File: src/rtl/shift_serdes_pkg.sv
// rtl/shift_serdes_pkg.sv - FSM state type and line constants shared by the shift_serdes files
package shift_serdes_pkg;

  typedef enum logic [1:0] {IDLE, SHIFT, PAR} serdes_state_t;

  localparam logic IDLE_BIT = 1'b1;

endpackage

File: src/rtl/bit_shift_core.sv
// rtl/bit_shift_core.sv - loadable left/right shift register with frame bit counter and terminal flag
module bit_shift_core #(
  parameter int WIDTH = 32,
  parameter int CNT_W = $clog2(WIDTH)
) (
  input  logic             clk,
  input  logic             rst,
  input  logic             load,
  input  logic [WIDTH-1:0] load_data,
  input  logic             load_msb,
  input  logic             shift,
  input  logic             in_bit,
  output logic [WIDTH-1:0] data,
  output logic [WIDTH-1:0] next_data,
  output logic             head_next,
  output logic             last
);

  localparam logic [CNT_W-1:0] LAST_CNT = CNT_W'(WIDTH - 1);

  logic             msb;
  logic [CNT_W-1:0] cnt;

  // MSB-first moves toward [WIDTH-1] and fills at [0]; LSB-first is the mirror image
  assign next_data = msb ? {data[WIDTH-2:0], in_bit} : {in_bit, data[WIDTH-1:1]};
  assign head_next = msb ? next_data[WIDTH-1] : next_data[0];
  assign last      = (cnt == LAST_CNT);

  always_ff @(posedge clk) begin
    if (rst) begin
      data <= '0;
      msb  <= 1'b0;
      cnt  <= '0;
    end else if (load) begin
      data <= load_data;
      msb  <= load_msb;
      cnt  <= '0;
    end else if (shift) begin
      data <= next_data;
      if (!last) cnt <= cnt + 1'b1;
    end
  end

endmodule

File: src/rtl/shift_serdes.sv
// rtl/shift_serdes.sv - word-to-serial TX and serial-to-word RX channels paced by bit_en
// Optional even-parity bit after each frame when SERDES_PARITY_EN is defined.
module shift_serdes
  import shift_serdes_pkg::*;
#(
  parameter int WIDTH = 32,
  parameter int CNT_W = $clog2(WIDTH)
) (
  input  logic             clk,
  input  logic             rst,
  input  logic             bit_en,
  input  logic             msb_first,
  input  logic [WIDTH-1:0] tx_data,
  input  logic             tx_valid,
  output logic             tx_ready,
  output logic             tx_bit,
  output logic             tx_active,
  input  logic             rx_bit,
  input  logic             rx_start,
  output logic [WIDTH-1:0] rx_data,
  output logic             rx_valid,
  output logic             rx_err
);

`ifdef SERDES_PARITY_EN
  localparam serdes_state_t AFTER_DATA = PAR;
`else
  localparam serdes_state_t AFTER_DATA = IDLE;
`endif

  serdes_state_t    tx_state, tx_next, rx_state, rx_next;
  logic             tx_load, tx_shift, tx_last, tx_head_next, tx_tail;
  logic             rx_load, rx_shift, rx_last, rx_head_next;
  logic [WIDTH-1:0] tx_word, tx_word_next, rx_word, rx_word_next;
  logic             unused_taps;

  assign unused_taps = ^{tx_word, tx_word_next, rx_head_next, rx_word, rx_word_next};

  bit_shift_core #(.WIDTH(WIDTH), .CNT_W(CNT_W)) u_tx_core (
    .clk(clk), .rst(rst), .load(tx_load), .load_data(tx_data), .load_msb(msb_first),
    .shift(tx_shift), .in_bit(1'b0), .data(tx_word), .next_data(tx_word_next),
    .head_next(tx_head_next), .last(tx_last)
  );

  bit_shift_core #(.WIDTH(WIDTH), .CNT_W(CNT_W)) u_rx_core (
    .clk(clk), .rst(rst), .load(rx_load), .load_data('0), .load_msb(msb_first),
    .shift(rx_shift), .in_bit(rx_bit), .data(rx_word), .next_data(rx_word_next),
    .head_next(rx_head_next), .last(rx_last)
  );

  always_ff @(posedge clk) begin
    if (rst) begin
      tx_state <= IDLE;
      rx_state <= IDLE;
    end else begin
      tx_state <= tx_next;
      rx_state <= rx_next;
    end
  end

  always_comb begin
    tx_next  = tx_state;
    tx_load  = 1'b0;
    tx_shift = 1'b0;
    case (tx_state)
      IDLE: if (tx_valid) begin
        tx_load = 1'b1;
        tx_next = SHIFT;
      end
      SHIFT: if (bit_en) begin
        tx_shift = 1'b1;
        if (tx_last) tx_next = AFTER_DATA;
      end
      PAR: if (bit_en) tx_next = IDLE;
      default: tx_next = IDLE;
    endcase
  end

  always_comb begin
    rx_next  = rx_state;
    rx_load  = 1'b0;
    rx_shift = 1'b0;
    case (rx_state)
      IDLE: if (rx_start) begin
        rx_load = 1'b1;
        rx_next = SHIFT;
      end
      SHIFT: if (bit_en) begin
        rx_shift = 1'b1;
        if (rx_last) rx_next = AFTER_DATA;
      end
      PAR: if (bit_en) rx_next = IDLE;
      default: rx_next = IDLE;
    endcase
  end

  assign tx_ready  = (tx_state == IDLE);
  assign tx_active = (tx_state != IDLE);

`ifdef SERDES_PARITY_EN
  logic tx_par;

  always_ff @(posedge clk) begin
    if (rst)          tx_par <= 1'b0;
    else if (tx_load) tx_par <= ^tx_data;
  end

  assign tx_tail = tx_par;

  always_ff @(posedge clk) begin
    if (rst) begin
      rx_data  <= '0;
      rx_valid <= 1'b0;
      rx_err   <= 1'b0;
    end else begin
      rx_valid <= 1'b0;
      if (rx_state == PAR && bit_en) begin
        rx_data  <= rx_word;
        rx_valid <= 1'b1;
        rx_err   <= rx_bit ^ (^rx_word);
      end
    end
  end
`else
  assign tx_tail = IDLE_BIT;
  assign rx_err  = 1'b0;

  always_ff @(posedge clk) begin
    if (rst) begin
      rx_data  <= '0;
      rx_valid <= 1'b0;
    end else begin
      rx_valid <= 1'b0;
      if (rx_shift && rx_last) begin
        rx_data  <= rx_word_next;
        rx_valid <= 1'b1;
      end
    end
  end
`endif

  // Line value changes only on the load edge or on an edge that retires a bit
  always_ff @(posedge clk) begin
    if (rst)                            tx_bit <= IDLE_BIT;
    else if (tx_load)                   tx_bit <= msb_first ? tx_data[WIDTH-1] : tx_data[0];
    else if (tx_shift)                  tx_bit <= tx_last ? tx_tail : tx_head_next;
    else if (tx_state == PAR && bit_en) tx_bit <= IDLE_BIT;
  end

endmodule
File: config.mk
export PLATFORM = sky130hd
export DESIGN_NAME = shift_serdes
export DESIGN_NICKNAME = d
export VERILOG_FILES = /design/src/rtl/shift_serdes_pkg.sv /design/src/rtl/bit_shift_core.sv /design/src/rtl/shift_serdes.sv
export SDC_FILE = /design/constraint.sdc
export NUM_CORES = 1
export LEC_CHECK = 0
export CAP_MARGIN = 30
export CORE_MARGIN = 2
export CORE_UTILIZATION = 55
export CTS_CLUSTER_SIZE = 24
export DETAILED_ROUTE_END_ITERATION = 6
export GPL_ROUTABILITY_DRIVEN = 0
export GPL_TIMING_DRIVEN = 1
export PLACE_DENSITY = 0.81
export SKIP_CTS_REPAIR_TIMING = 1
export SLEW_MARGIN = 20
export SYNTH_ARGS = -nofsm -noshare
export SYNTH_HDL_FRONTEND = slang
export SYNTH_SLANG_ARGS = --single-unit
File: constraint.sdc
create_clock -name clk -period 2.8 [get_ports clk]
set_input_delay 0.56 -clock clk [delete_from_list [all_inputs] [get_ports clk]]
set_output_delay 0.56 -clock clk [all_outputs]
set_load 0.1 [all_outputs]
==> flow_metrics.tcl <==
set metrics [dict create \
    final_common_cell "sky130_fd_sc_hd__dfxtp_1" \
    antenna_found_initial 0 \
    timing.setup.tns_ns 0 \
    critical_path.most_common_cell "sky130_fd_sc_hd__buf_4" \
    preCtsSetupSlack_ns 0.321 \
    arrival_time_at_the_worst_endpoint_ns 1.49 \
    placeableCoreArea_sq_mm 0.00872 \
    stdcell_count 673 \
    synthesized_area_sq_mm 0.00493 \
    timing_max_transition_violations_final 0 \
    hold_path.class "reg2reg" \
    worst_clock_skew_ns 0.0128 \
    cts_htree_levels 3 \
    port_buffers 74 \
    grt_first_pass_wirelength_microns 16800 \
    post_synth.cell_area_avg_sq_um 9.57 \
    layout_worst_path_cycle_share 0.731 \
    synth.net_count 558 \
    antenna_cells 0 \
    dieWidth_microns 98.7 \
    tritoncts "built" \
    insertion_delay_ns 0.37 \
    yosys_most_used_dff "sky130_fd_sc_hd__dfxtp_1" \
    cts_num_sinks 112 \
    post-synth-top-area-fraction 0.455 \
    drt_first_iter_violations 143 \
    crit_type "reg2out" \
    status "finished, final reports clean" \
    leakagePower_nw 2.04 \
    numPlacedInstances 656 \
    totalPowerFinal_mw 3.02 \
    first_pass_iters 4 \
    rows 34 \
    netlist-cell-type-count 36 \
    clk_path_buf_depth 2 \
    timing.critical_path.fanout_max 37 \
    hpwlAfterDp_microns 6770 \
    yosysSeqAreaShare 0.455 \
    timing.slew.headroom 0.545 \
    nNetsFinal 604 \
    grt_overflow 0 \
    grt.total_usage 0.208 \
    timing_worst_slew_pin_value_ns 0.680 \
    grt_start_max_net_pins 66 \
    min_period_ns 2.05 \
    hold_ws_ns 0.494 \
    fp.dieArea_sq_mm 0.00974 \
    worst_path_max_delay_cell "sky130_fd_sc_hd__buf_4" \
    setup_ws_ns 0.753 \
    layout_common_cells "sky130_fd_sc_hd__dfxtp_1, sky130_fd_sc_hd__nor2_1, sky130_fd_sc_hd__mux2i_1, sky130_fd_sc_hd__a211oi_1, sky130_fd_sc_hd__a21oi_1" \
    via_count_of_the_first_global_routing_pass 3714 \
    power_density_mw_per_mm2 528 \
    root_buffer "sky130_fd_sc_hd__clkbuf_8" \
    areaGrowthSynthToFinish_pct 16.2 \
    routed-via-count 3914 \
    grt_setup_unrepaired "no" \
    design.portCount 76 \
    number_of_hold_slack_violations_in_the_final_timing_report 0 \
    synth-seq-cells 112 \
    cts_buffer_count 9 \
    die_span_in_y_microns 98.7 \
    totalWireLength_microns 10100 \
    finalSetupViolations 0 \
    initial_core_util 0.565 \
    worst_ep_required_time_ns 2.24 \
    worst_path_dominant_cell_family "buffers and inverters" \
    clkSlewWorstSetupHoldPaths_ns 0.10 \
    synth_edf_count 0 \
    kind_of_end_point_of_the_critical_path "output pin" \
    timing.critical_path.slowest_cell_delay_ns 0.39 \
    startpoint_type "flop" \
    layout-drive-gt1-share 0.127 \
    postRouteAntennaNets 0 \
    timing.max_cap.violations 0 \
    viasPerCell 5.82 \
    post-synth-top-area-cell "sky130_fd_sc_hd__dfxtp_1" \
    synth_top_cells_by_area "sky130_fd_sc_hd__dfxtp_1, sky130_fd_sc_hd__mux2i_1, sky130_fd_sc_hd__a211oi_1" \
    critPathBufInv 3 \
    yosysWarnings 0 \
    timing.fmax_mhz 488 \
    num-fill-cells 705 \
    peakVddDrop_v 0.000296 \
    postSynth.asyncResetShare 0 \
    path_cells "buf_4 > inv_1 > buf_4" \
    routedWlPerCell_microns 15.0 \
    netlist_instances 515 \
    drt_drc_violations_left 0 \
]
==> cell families (layout without fill, tap and decap cells) <==
| logic type | count (synthesis) | in the layout | share of synthesized area |
|---|---|---|---|
| mux | 67 | 67 | 0.136 |
| xor+xnor | 4 | 4 | 0.00711 |
| compound gates | 166 | 166 | 0.228 |
| other cells | 1 | 1 | 0.000761 |
| flops | 112 | 112 | 0.455 |
| simple gates | 109 | 109 | 0.0997 |
| fa+ha+maj | 4 | 4 | 0.0102 |
| buf+inv | 52 | 102 | 0.0627 |
==> sequential cells by signal (all words and copies together), names as in the netlist <==
signal,flops
u_rx_core.data,32
u_tx_core.data,32
rx_valid,1
rx_state,1
rx_data,32
tx_bit,1
u_tx_core.cnt,5
u_tx_core.msb,1
tx_state,1
u_rx_core.msb,1
u_rx_core.cnt,5
==> worst reg2reg max path, cell delays in order (launching register included) <==
cell	delay, ns
sky130_fd_sc_hd__dfxtp_1	0.38
sky130_fd_sc_hd__ha_1	0.19
sky130_fd_sc_hd__and3_1	0.17
sky130_fd_sc_hd__ha_1	0.18
sky130_fd_sc_hd__and3_4	0.60
sky130_fd_sc_hd__nor2_1	0.11
sky130_fd_sc_hd__a211oi_1	0.27
==> metrics by stage <==
step,cell area (sq um),util
detailed placement,5520,0.633
CTS,5700,0.654
finish,5730,0.657
floorplan,4930,-
global placement,5520,0.633
global route,5730,0.657
==> cell type report <==
type | count | area, sq um | area share
clock buffer | 9 | 124 | 0.0216
sequential | 112 | 2240 | 0.392
multi-input combinational | 351 | 2380 | 0.415
clock inverter | 6 | 53.8 | 0.00939
inverter | 2 | 7.51 | 0.00131
tap | 108 | 135 | 0.0236
timing repair buffer | 85 | 783 | 0.137
==> report_power, final <==
group | switching [mW] | internal [mW]
combinational | 0.223 | 0.192
clock | 0.553 | 0.333
sequential | 0.0649 | 1.66
==> routing by layer <==
metal | track usage | up-vias | part of all wire
li1 | - | 1968 | -
met1 | 0.256 | 1829 | 0.45
met2 | 0.353 | 93 | 0.48
met3 | 0.0532 | 24 | 0.044
met4 | 0.0769 | 0 | 0.024
met5 | 0 | - | 0
==> synth_stat cells, types with 5 or more instances <==
cell type,n
sky130_fd_sc_hd__a211oi_1,66
sky130_fd_sc_hd__a21oi_1,61
sky130_fd_sc_hd__a22o_1,29
sky130_fd_sc_hd__buf_2,25
sky130_fd_sc_hd__buf_4,11
sky130_fd_sc_hd__buf_6,5
sky130_fd_sc_hd__clkbuf_1,7
sky130_fd_sc_hd__dfxtp_1,112
sky130_fd_sc_hd__mux2i_1,66
sky130_fd_sc_hd__nand2_1,10
sky130_fd_sc_hd__nor2_1,77
==> final timing paths <==
kind	from	endpoint	slack, ns	depth (start not counted)
max	tx_state[0]	tx_ready	0.75	3
min reg2reg	u_rx_core.cnt[3]	u_rx_core.cnt[3]	0.49	2
min	u_rx_core.cnt[3]	u_rx_core.cnt[3]	0.49	2
max reg2reg	u_rx_core.cnt[0]	rx_data[26]	0.78	6
Power figures use the tool's default switching activity.
